--- src/rtl/dram_arb_pkg.sv ---
`default_nettype none
// ============================================================================
// Module   : dram_arb_pkg
// Purpose  : Shared FSM encodings and id-width helper for the DRAM arbiter
//            and its round-robin picker.
// Revision : 1.0 - initial release
// ============================================================================
package dram_arb_pkg;

    // Arbiter FSM encoding
    typedef enum logic [1:0] {
        ST_IDLE   = 2'd0,
        ST_ISSUE  = 2'd1,
        ST_WAIT   = 2'd2,
        ST_LOCKED = 2'd3
    } arb_state_t;

    // Largest supported hart count and its id width
    localparam int MAX_NHART = 8;
    localparam int MAX_ID_W  = $clog2(MAX_NHART);

    // Id width for n requesters; a single requester still needs one bit
    function automatic int id_w(input int n);
        return (n > 1) ? $clog2(n) : 1;
    endfunction

endpackage
`default_nettype wire

--- src/rtl/m_rr_pick.sv ---
`default_nettype none
// ============================================================================
// Module   : m_rr_pick
// Purpose  : Combinational round-robin picker. Returns the first requester
//            strictly after i_last, wrapping N-1 -> 0.
// Revision : 1.0 - initial release
// ============================================================================
module m_rr_pick #(
    parameter int N    = 2,
    parameter int ID_W = 1
) (
    input  logic [N-1:0]    i_req,
    input  logic [ID_W-1:0] i_last,
    output logic            o_valid,
    output logic [ID_W-1:0] o_id
);

    int v_idx;

    // Scan from farthest to nearest so the nearest requester after i_last wins
    always_comb begin
        o_valid = 1'b0;
        o_id    = '0;
        v_idx   = 0;
        for (int k = N; k >= 1; k--) begin
            v_idx = int'(i_last) + k;
            if (v_idx >= N) begin
                v_idx = v_idx - N;
            end
            if (i_req[v_idx]) begin
                o_valid = 1'b1;
                o_id    = ID_W'(v_idx);
            end
        end
    end

endmodule
`default_nettype wire

--- src/rtl/m_dram_arb.sv ---
`default_nettype none
// ============================================================================
// Module   : m_dram_arb
// Purpose  : N-hart DRAM arbiter. Latches pulse requests per hart, grants
//            round-robin, and supports a per-hart lock with idle timeout so
//            page walks / AMO sequences run back-to-back.
// Revision : 1.0 - initial release
// ============================================================================
module m_dram_arb
    import dram_arb_pkg::*;
#(
    parameter int NHART    = 2,
    parameter int ADDR_W   = 32,
    parameter int DATA_W   = 32,
    parameter int CTRL_W   = 3,
    parameter int LOCK_TMO = 16
) (
    input  logic                    CLK,
    input  logic                    RST_X,
    input  logic [NHART*ADDR_W-1:0] w_req_addr,
    input  logic [NHART*DATA_W-1:0] w_req_wdata,
    input  logic [NHART*CTRL_W-1:0] w_req_ctrl,
    input  logic [NHART-1:0]        w_req_we,
    input  logic [NHART-1:0]        w_req_le,
    input  logic [NHART-1:0]        w_req_lock,
    output logic [NHART-1:0]        w_req_busy,
    output logic [DATA_W-1:0]       w_req_odata,
    output logic [ADDR_W-1:0]       w_dram_addr,
    output logic [DATA_W-1:0]       w_dram_wdata,
    output logic [CTRL_W-1:0]       w_dram_ctrl,
    output logic                    w_dram_we_t,
    output logic                    w_dram_le,
    input  logic [DATA_W-1:0]       w_dram_odata,
    input  logic                    w_dram_busy,
    output logic [NHART-1:0]        w_grant
);

    localparam int ID_W  = id_w(NHART);
    localparam int TMO_W = $clog2(LOCK_TMO + 1);

    // Per-hart request slices
    logic [ADDR_W-1:0] w_in_addr  [NHART];
    logic [DATA_W-1:0] w_in_wdata [NHART];
    logic [CTRL_W-1:0] w_in_ctrl  [NHART];

    for (genvar gi = 0; gi < NHART; gi++) begin : g_unpack
        assign w_in_addr[gi]  = w_req_addr[gi*ADDR_W +: ADDR_W];
        assign w_in_wdata[gi] = w_req_wdata[gi*DATA_W +: DATA_W];
        assign w_in_ctrl[gi]  = w_req_ctrl[gi*CTRL_W +: CTRL_W];
    end

    // Latched request state
    logic [NHART-1:0]  r_pending;
    logic [NHART-1:0]  r_we;
    logic [ADDR_W-1:0] r_addr  [NHART];
    logic [DATA_W-1:0] r_wdata [NHART];
    logic [CTRL_W-1:0] r_ctrl  [NHART];

    // Arbiter state
    arb_state_t        r_state;
    logic [NHART-1:0]  r_grant;
    logic [ID_W-1:0]   r_gid;
    logic [ID_W-1:0]   r_last;
    logic [TMO_W-1:0]  r_tmo;
    logic [DATA_W-1:0] r_odata;

    logic [NHART-1:0]  w_strobe;
    logic [NHART-1:0]  w_accept;
    logic              w_done;
    logic              w_own_req;
    logic              w_active;
    logic              w_pick_vld;
    logic [ID_W-1:0]   w_pick_id;

    // A write strobe wins when both strobes arrive together
    assign w_strobe   = w_req_we | w_req_le;
    assign w_accept   = w_strobe & ~r_pending;
    assign w_req_busy = r_pending | w_strobe;
    assign w_done     = (r_state == ST_WAIT) && !w_dram_busy;
    assign w_own_req  = r_pending[r_gid] | w_accept[r_gid];

    m_rr_pick #(
        .N    (NHART),
        .ID_W (ID_W)
    ) u_pick (
        .i_req   (r_pending),
        .i_last  (r_last),
        .o_valid (w_pick_vld),
        .o_id    (w_pick_id)
    );

    // Capture new requests; retire the granted hart's request on completion
    always_ff @(posedge CLK or negedge RST_X) begin
        if (!RST_X) begin
            r_pending <= '0;
            r_we      <= '0;
            for (int i = 0; i < NHART; i++) begin
                r_addr[i]  <= '0;
                r_wdata[i] <= '0;
                r_ctrl[i]  <= '0;
            end
        end else begin
            for (int i = 0; i < NHART; i++) begin
                if (w_accept[i]) begin
                    r_pending[i] <= 1'b1;
                    r_we[i]      <= w_req_we[i];
                    r_addr[i]    <= w_in_addr[i];
                    r_wdata[i]   <= w_in_wdata[i];
                    r_ctrl[i]    <= w_in_ctrl[i];
                end else if (w_done && (r_gid == ID_W'(i))) begin
                    r_pending[i] <= 1'b0;
                end
            end
        end
    end

    // Arbitration FSM: select, issue one strobe, wait, optionally hold lock
    always_ff @(posedge CLK or negedge RST_X) begin
        if (!RST_X) begin
            r_state <= ST_IDLE;
            r_grant <= '0;
            r_gid   <= '0;
            r_last  <= ID_W'(NHART - 1);
            r_tmo   <= '0;
            r_odata <= '0;
        end else begin
            case (r_state)
                ST_IDLE: begin
                    if (w_pick_vld) begin
                        r_gid              <= w_pick_id;
                        r_grant            <= '0;
                        r_grant[w_pick_id] <= 1'b1;
                        r_state            <= ST_ISSUE;
                    end
                end
                ST_ISSUE: begin
                    r_state <= ST_WAIT;
                end
                ST_WAIT: begin
                    if (!w_dram_busy) begin
                        if (!r_we[r_gid]) begin
                            r_odata <= w_dram_odata;
                        end
                        r_last <= r_gid;
                        if (w_req_lock[r_gid]) begin
                            r_tmo   <= TMO_W'(LOCK_TMO);
                            r_state <= ST_LOCKED;
                        end else begin
                            r_grant <= '0;
                            r_state <= ST_IDLE;
                        end
                    end
                end
                ST_LOCKED: begin
                    // Owner's follow-on request skips the IDLE selection cycle
                    if (w_own_req) begin
                        r_state <= ST_ISSUE;
                    end else if (!w_req_lock[r_gid] || (r_tmo <= TMO_W'(1))) begin
                        r_grant <= '0;
                        r_state <= ST_IDLE;
                    end else begin
                        r_tmo <= r_tmo - 1'b1;
                    end
                end
                default: begin
                    r_state <= ST_IDLE;
                end
            endcase
        end
    end

    // Downstream port follows the granted hart's latched request
    assign w_active     = |r_grant;
    assign w_dram_addr  = w_active ? r_addr[r_gid]  : '0;
    assign w_dram_wdata = w_active ? r_wdata[r_gid] : '0;
    assign w_dram_ctrl  = w_active ? r_ctrl[r_gid]  : '0;
    assign w_dram_we_t  = (r_state == ST_ISSUE) &&  r_we[r_gid];
    assign w_dram_le    = (r_state == ST_ISSUE) && !r_we[r_gid];
    assign w_req_odata  = r_odata;
    assign w_grant      = r_grant;

`ifdef SIM_MODE
    // Report strobes that arrive while the hart is still busy
    always @(posedge CLK) begin
        for (int i = 0; i < NHART; i++) begin
            if (RST_X && w_strobe[i] && r_pending[i]) begin
                $display("m_dram_arb: protocol error, hart %0d strobed while busy; request ignored", i);
            end
        end
    end
`endif

endmodule
`default_nettype wire

--- config.mk ---
export PLATFORM = sky130hd
export DESIGN_NAME = m_dram_arb
export DESIGN_NICKNAME = d
export VERILOG_FILES = /design/src/rtl/dram_arb_pkg.sv /design/src/rtl/m_rr_pick.sv /design/src/rtl/m_dram_arb.sv
export SDC_FILE = /design/constraint.sdc
export NUM_CORES = 1
export LEC_CHECK = 0
export CAP_MARGIN = 20
export CORE_MARGIN = 4
export CORE_UTILIZATION = 40
export DETAILED_ROUTE_END_ITERATION = 10
export PLACE_DENSITY = 0.75
export SYNTH_ARGS = -nofsm -noshare
export SYNTH_HDL_FRONTEND = slang
export SYNTH_SLANG_ARGS = --single-unit
--- constraint.sdc ---
create_clock -name CLK -period 1.6 [get_ports CLK]
set_input_delay 0.24 -clock CLK [delete_from_list [all_inputs] [get_ports CLK]]
set_output_delay 0.24 -clock CLK [all_outputs]
set_load 0.02 [all_outputs]
==> flow_summary.yaml, run 1 <==
timing:
  final_hold_viol_count: 0
  slew_headroom_pct: 68.61
  rsz0062_at_grt: "true"
  hold_ws_ns: 0.3271
  worstMarginPinSlew_ns: 0.4709
  setup_slack_ns: -0.3574
  drv_slew: 0
  min_period_ns: 1.957
  finalSetupViolations: 111
  finClkSkew_ns: 0.008424
  fin_setup_tns_ns: -24.95
  timing.final.crit_share_pct: 122.3
  timing.fmax_mhz: 510.9
critical_path:
  crit_path_max_fanout: 11
  crit_top_cell: "buf_4"
  critical-path-max-stage-delay_ns: 0.54
  cp_cell_sequence: "buf_4 -> clkbuf_16 -> mux2i_1 -> nor2_1 -> buf_4"
  path_buf_inv: 3
  crit_arrival_ns: 1.72
  end_kind: "output port"
  critPathSlowestCell: "dfrtp_4"
  crit_required_ns: 1.36
  start_kind: "flop"
  critPathKind: "flop to output port"
  critPathTopFamily: "flip-flops"
final_layout:
  final_cell_area_um2: 12440
  final_nets: 1101
  area_delta_synth_final_pct: 51.69
  fillers: 1625
  final_cell_mix: "178 x dfrtp_1, 173 x clkdlybuf4s50_1, 139 x mux2_2"
  drive_above_1_share_pct: 39.57
  fin_cells: 1205
  seqCellArea_um2: 4536
  multi_input_area_um2: 3603
  fin_util_pct: 61.50
  antenna_cells: 0
  final_common_cell: "dfrtp_1"
route:
  drt-initial-drc-count: 122
  via_per_inst: 4.858
  routed_wl_um: 21960
  route.detailed.drc: 0
  ant_nets: 0
  wire_per_inst_um: 18.22
  firstDrtPassIters: 4
  vias: 5854
clock_tree:
  cts_root_buf: "clkbuf_16"
  cts.path.max_buffers: 2
  htreeDepth: 4
  cts_buffers: 17
  cts.sinks: 181
  cts_tree: "built"
  path_clk_slew_ns: 0.07
  clk_latency_ns: 0.42
yosys:
  synth_compound_area_share_pct: 2.578
  syn-cell-area_um2: 8203
  synth_warnings: 0
  synth-simple-area-share_pct: 5.628
  async_flop_share_pct: 100.0
  synth.area.mux_share_pct: 33.40
  synth_area_per_cell_um2: 13.83
  synth_edf_count: 0
  synth_fa_ha_area_share_pct: 0.3051
  synth_top_family_by_area: "multiplexers"
  yosysSeqAreaShare_pct: 55.23
  ys_seq_elements: 181
  synthFlopType: "dfrtp_1"
  synth_fp_nets: 770
  synth_xor_area_share_pct: 0
  syn_inst: 593
  synth.distinct_cells: 46
placed_design:
  gp_congestion: 0.7846
  placed_area_um2: 11670
  dp_slack_ns: -0.3254
  place_inst: 1154
  dp_hpwl_um: 15550
  port_buffers: 279
die:
  die_h_um: 151.2
  placement_rows: 52
  coreArea_um2: 20230
  start_util_pct: 40.54
  die_w_um: 151.2
  die_area_um2: 22860
  pin_count: 280
run_status:
  violations: "negative setup slack"
  status: "complete, but fails checks"
global_routing:
  antenna_found_initial: 0
  grt_usage_pct: 18.90
  grt_max_degree: 44
  grt_first_pass_wirelength_um: 33630
  grt-ovfl-total: 0
  first_global_vias: 6230
hold_path:
  min_path_type: "input pin to async pin"
power:
  leakagePower_nw: 5.752
  totalPowerFinal_mw: 25.74
  vdd_ir_drop_max_mv: 1.182
  power_density_nw_per_um2: 2069
flow_run:
  max-cap-violations: 0
## path summary, 6_finish.rpt
kind                                 startpoint         endpoint  slack [ns]  depth (start not counted)
max in group asynchronous                 RST_X            r_gid        0.66                          3
worst min register to register  w_req_odata[31]  w_req_odata[31]        0.50                          1
worst min-delay path                      RST_X       r_addr[43]        0.33                          2
worst max-delay path                      r_gid  w_dram_addr[26]       -0.36                          5
worst max register to register            r_gid         r_tmo[1]       -0.35                          7
min in group CLK                w_req_wdata[20]      r_wdata[52]        0.43                          2
## layout make-up
cell class / instances / share of cell area [%]
clock buffer: 18 / 3.449
clock inverter: 12 / 0.7743
inverter: 7 / 0.2112
multi-input combinational: 370 / 28.96
sequential: 181 / 36.45
tap: 270 / 2.715
timing repair buffer: 347 / 27.44
## cells by family after synthesis
| logic type | after synthesis |
|---|---|
| AO/OA/AOI/OAI | 26 |
| buffers and inverters | 42 |
| multiplexers | 240 |
| flip-flops | 181 |
| adder cells (fa/ha/maj) | 2 |
| AND/OR/NAND/NOR | 102 |
## cell usage after synthesis, types with 3 or more instances
master,number,area [um2]
buf_1,3,11.26
clkbuf_1,4,15.01
nand2_1,6,22.52
nor2_1,74,277.8
inv_1,7,26.28
o21ai_1,3,15.01
mux2i_1,68,680.7
and3_1,3,18.77
buf_6,5,56.30
mux2_4,32,480.5
buf_4,4,30.03
nor2b_1,3,18.77
mux2_2,139,1565
o21ai_0,3,15.01
dfrtp_1,180,4504
buf_2,19,95.09
## worst reg2reg max path: cells and delay by family, from the launching register on
family	cells	cell delay, ns
AOI/OAI and AO/OA	3	0.65
buffers and inverters	3	0.46
DFF	1	0.54
muxes	1	0.19
## state kept, by name (all words and copies together), names as in the netlist
register	flops
r_we	2
r_addr	64
r_gid	1
w_grant	2
r_last	1
r_tmo	5
r_wdata	64
r_ctrl	6
r_state	2
r_pending	2
w_req_odata	32
## timing repair
action                                 in CTS  in global routing
hold buffers                                1                  0
endpoints found under the hold margin      36                  0
cloned                                      2                  2
resized for setup                         377                 51
pin swaps                                   8                  5
setup endpoints to repair                 146                115
buffers inserted                            9                  7
## power by group
part	internal, mW	switching [mW]
Clock	2.00	1.84
Combinational	7.22	6.41
Sequential	6.91	1.36
Total	16.1	9.60
## metal layers
layer | vias to the layer above | track usage, % | routed length, um
li1 | 2745 | - | -
met1 | 2901 | 23.17 | 9026
met2 | 197 | 31.74 | 10800
met3 | 11 | 7.481 | 1966
met4 | 0 | 3.762 | 167
met5 | - | 0 | 0
Note: power is estimated with default switching activity, not from simulation.
==> run 2, diff against run 1 <==
--- a/config.mk
+++ b/config.mk
@@ -8,6 +8,7 @@
 export CAP_MARGIN = 20
 export CORE_MARGIN = 4
 export CORE_UTILIZATION = 40
+export CTS_CLUSTER_SIZE = 8
 export DETAILED_ROUTE_END_ITERATION = 10
 export PLACE_DENSITY = 0.75
 export SYNTH_ARGS = -nofsm -noshare
==> results of run 2 <==
Same layout as run 1: the final DEF is identical, and so are final timing and power.
==> run 3, diff against run 2 <==
--- a/config.mk
+++ b/config.mk
@@ -13,4 +13,5 @@
 export PLACE_DENSITY = 0.75
 export SYNTH_ARGS = -nofsm -noshare
 export SYNTH_HDL_FRONTEND = slang
+export SYNTH_HIERARCHICAL = 1
 export SYNTH_SLANG_ARGS = --single-unit
==> run 3 against run 2 <==
The flow still finishes with violations (negative setup slack). Critical endpoint is now r_tmo[2]. Largest cell class unchanged. Cell count decreased by 1.3%. Flip-flop and latch count unchanged. Design area decreased by 1.4%. Non-clock buffer count decreased by 10. Critical path type is now flop to flop.
==> flow_summary.yaml, run 3 <==
power:
  p_int_mw: 16.00
  vdd_ir_drop_max_mv: 0.9193
  power_density_nw_per_um2: 2020
  pwr-share-comb_pct: 49.2
  p_seq_share_pct: 32.5
  switching_share_pct: 35.42
  p_clk_share_pct: 18.3
  leakagePower_nw: 5.546
  power.switching_mw: 8.773
timing:
  rsz0062_at_grt: "true"
  slew_headroom_pct: 66.42
  finalSetupViolations: 110
  min_period_ns: 1.940
  hold_ws_ns: 0.2919
  worstMarginPinSlew_ns: 0.5015
  setup_slack_ns: -0.3398
  drv_slew: 0
  timing.fmax_mhz: 515.5
  timing.final.crit_share_pct: 121.2
  finClkSkew_ns: 0.007862
  final_hold_viol_count: 0
yosys:
  yosysSeqAreaShare_pct: 56.86
  synth_warnings: 6
  synth_edf_count: 0
  synthFlopType: "dfrtp_1"
  synth_top_area_cell: "dfrtp_1"
  synth_area_leaders: "dfrtp_1 57%, mux2_2 24%, mux2i_1 8.7%"
  ys_seq_elements: 181
  synth_area_per_cell_um2: 13.55
  netlist_top_cells_count: "180 x dfrtp_1, 169 x mux2_2, 73 x nor2_1"
  syn-cell-area_um2: 7968
  syn_inst: 588
  synth_fp_nets: 765
  yosys.cell_count.top_type: "dfrtp_1"
  async_flop_share_pct: 100.0
  synth_top_cell_area_share_pct: 56.53
  synth.distinct_cells: 33
critical_path:
  crit_required_ns: 1.96
  crit_arrival_ns: 2.30
  critPathKind: "flop to flop"
  end_kind: "flop"
  crit_path_max_fanout: 6
  start_kind: "flop"
global_routing:
  grt_usage_pct: 18.38
  first_global_vias: 6193
  antenna_found_initial: 1
  grt_max_degree: 46
  grt_first_pass_wirelength_um: 32280
  grt-ovfl-total: 0
final_layout:
  antenna_cells: 0
  seqCellArea_um2: 4534
  fillers: 1634
  multi_input_area_um2: 3373
  final_nets: 1088
  final_cell_area_um2: 12260
  area_delta_synth_final_pct: 53.93
  final_cell_mix: "179 x dfrtp_1, 173 x clkdlybuf4s50_1, 168 x mux2_2"
  drive_above_1_share_pct: 38.10
  final_common_cell: "dfrtp_1"
clock_tree:
  cts_root_buf: "clkbuf_16"
  cts_tree: "built"
  cts_buffers: 17
  cts.path.max_buffers: 2
  cts.sinks: 181
  htreeDepth: 4
  clk_latency_ns: 0.42
  path_clk_slew_ns: 0.07
die:
  die_w_um: 149.1
  die_h_um: 149.1
  coreArea_um2: 19530
  placement_rows: 51
  pin_count: 280
  start_util_pct: 40.80
  die_area_um2: 22240
route:
  drt-initial-drc-count: 158
  vias: 5772
  wire_per_inst_um: 17.91
  route.detailed.drc: 0
  via_per_inst: 4.854
  firstDrtPassIters: 4
  routed_wl_um: 21300
  ant_nets: 0
placed_design:
  placed_area_um2: 11400
  gp_congestion: 0.8039
  dp_slack_ns: -0.4392
  dp_hpwl_um: 14490
  port_buffers: 279
hold_path:
  min_path_type: "input pin to async pin"
run_status:
  status: "complete, but fails checks"
  violations: "negative setup slack"
flow_run:
  max-cap-violations: 0
==> run 3: cell types whose count changed after synthesis, sizes merged, moves of 3 or more <==
cell | previous run | this run
a21o | 0 | 5
buf | 31 | 26
nand2 | 7 | 12
clkbuf | 4 | 8
a21oi | 0 | 3
and3 | 3 | 0
nor2b | 3 | 0
o21ai | 6 | 9
==> run 3: final cells by class <==
| class | count | share of cell area [%] |
|---|---|---|
| clock buffer | 20 | 3.642 |
| sequential | 181 | 36.97 |
| tap | 265 | 2.704 |
| timing repair buffer | 337 | 27.48 |
| inverter | 5 | 0.1530 |
| clock inverter | 12 | 1.540 |
| multi-input combinational | 369 | 27.50 |
==> run 3: what timing repair did <==
item / CTS / global route
resized for setup: 279 / 145
setup buffers: 2 / 7
gates cloned: 3 / 8
setup endpoints to repair: 146 / 113
hold buffers: 1 / 0
hold endpoints to repair: 29 / 0
pin swaps: 1 / 9
==> run 3: worst paths after layout <==
path,cells past startpoint,from,end,slack (ns)
min reg2reg,2,r_last,r_last,0.47
max,7,r_gid,r_tmo[2],-0.34
min,2,RST_X,r_addr[19],0.29
min in group CLK,2,w_req_wdata[15],r_wdata[47],0.42
max reg2reg,7,r_gid,r_tmo[2],-0.34
max in group asynchronous,3,RST_X,w_req_odata[21],0.70
==> run 3: routing by layer <==
| layer | part of all wire [%] | vias up | GRT usage [%] |
|---|---|---|---|
| li1 | - | 2705 | - |
| met1 | 42 | 2856 | 22.59 |
| met2 | 48 | 186 | 30.53 |
| met3 | 8.4 | 23 | 7.262 |
| met4 | 1.5 | 2 | 4.531 |
| met5 | 0.056 | - | 0 |
==> run 3: cells by family after synthesis <==
logic type,Yosys count,synth area share (%)
AO/OA/AOI/OAI,27,2.245
buffers and inverters,39,2.277
adder cells (fa/ha/maj),2,0.3140
flip-flops,181,56.86
AND/OR/NAND/NOR,99,5.324
multiplexers,240,32.98
==> run 3: power by group through the flow <==
stage | clock [mW] | combinational, mW | sequential (mW)
after floorplan | 0 | 6.51 | 8.33
after global placement | 0 | 11.8 | 8.04
after detailed placement | 0 | 12.0 | 8.13
after CTS | 4.65 | 11.2 | 8.04
after global routing | 4.87 | 13.1 | 8.34
final | 4.54 | 12.2 | 8.05
==> run 3: critical path, cell delays in order, from the launching register on <==
cell and delay, ns:
dfrtp_4 0.50, buf_6 0.17, buf_8 0.15, mux2i_1 0.14, a211oi_2 0.35, nand2_2 0.17
nor3b_1 0.29, a21o_1 0.12
==> run 3: through the flow <==
stage / setup TNS, ns / cells / util (%) / total power, mW
2_1_floorplan: -1.025 / 588 / - / 14.84
3_3_place_gp: -51.30 / 1136 / 58.38 / 19.89
3_5_place_dp: -52.70 / 1136 / 58.38 / 20.11
4_1_cts: -25.77 / 1174 / 60.96 / 23.86
5_1_grt: -30.98 / 1189 / 62.81 / 26.34
6_report: -23.85 / 1189 / 62.81 / 24.77
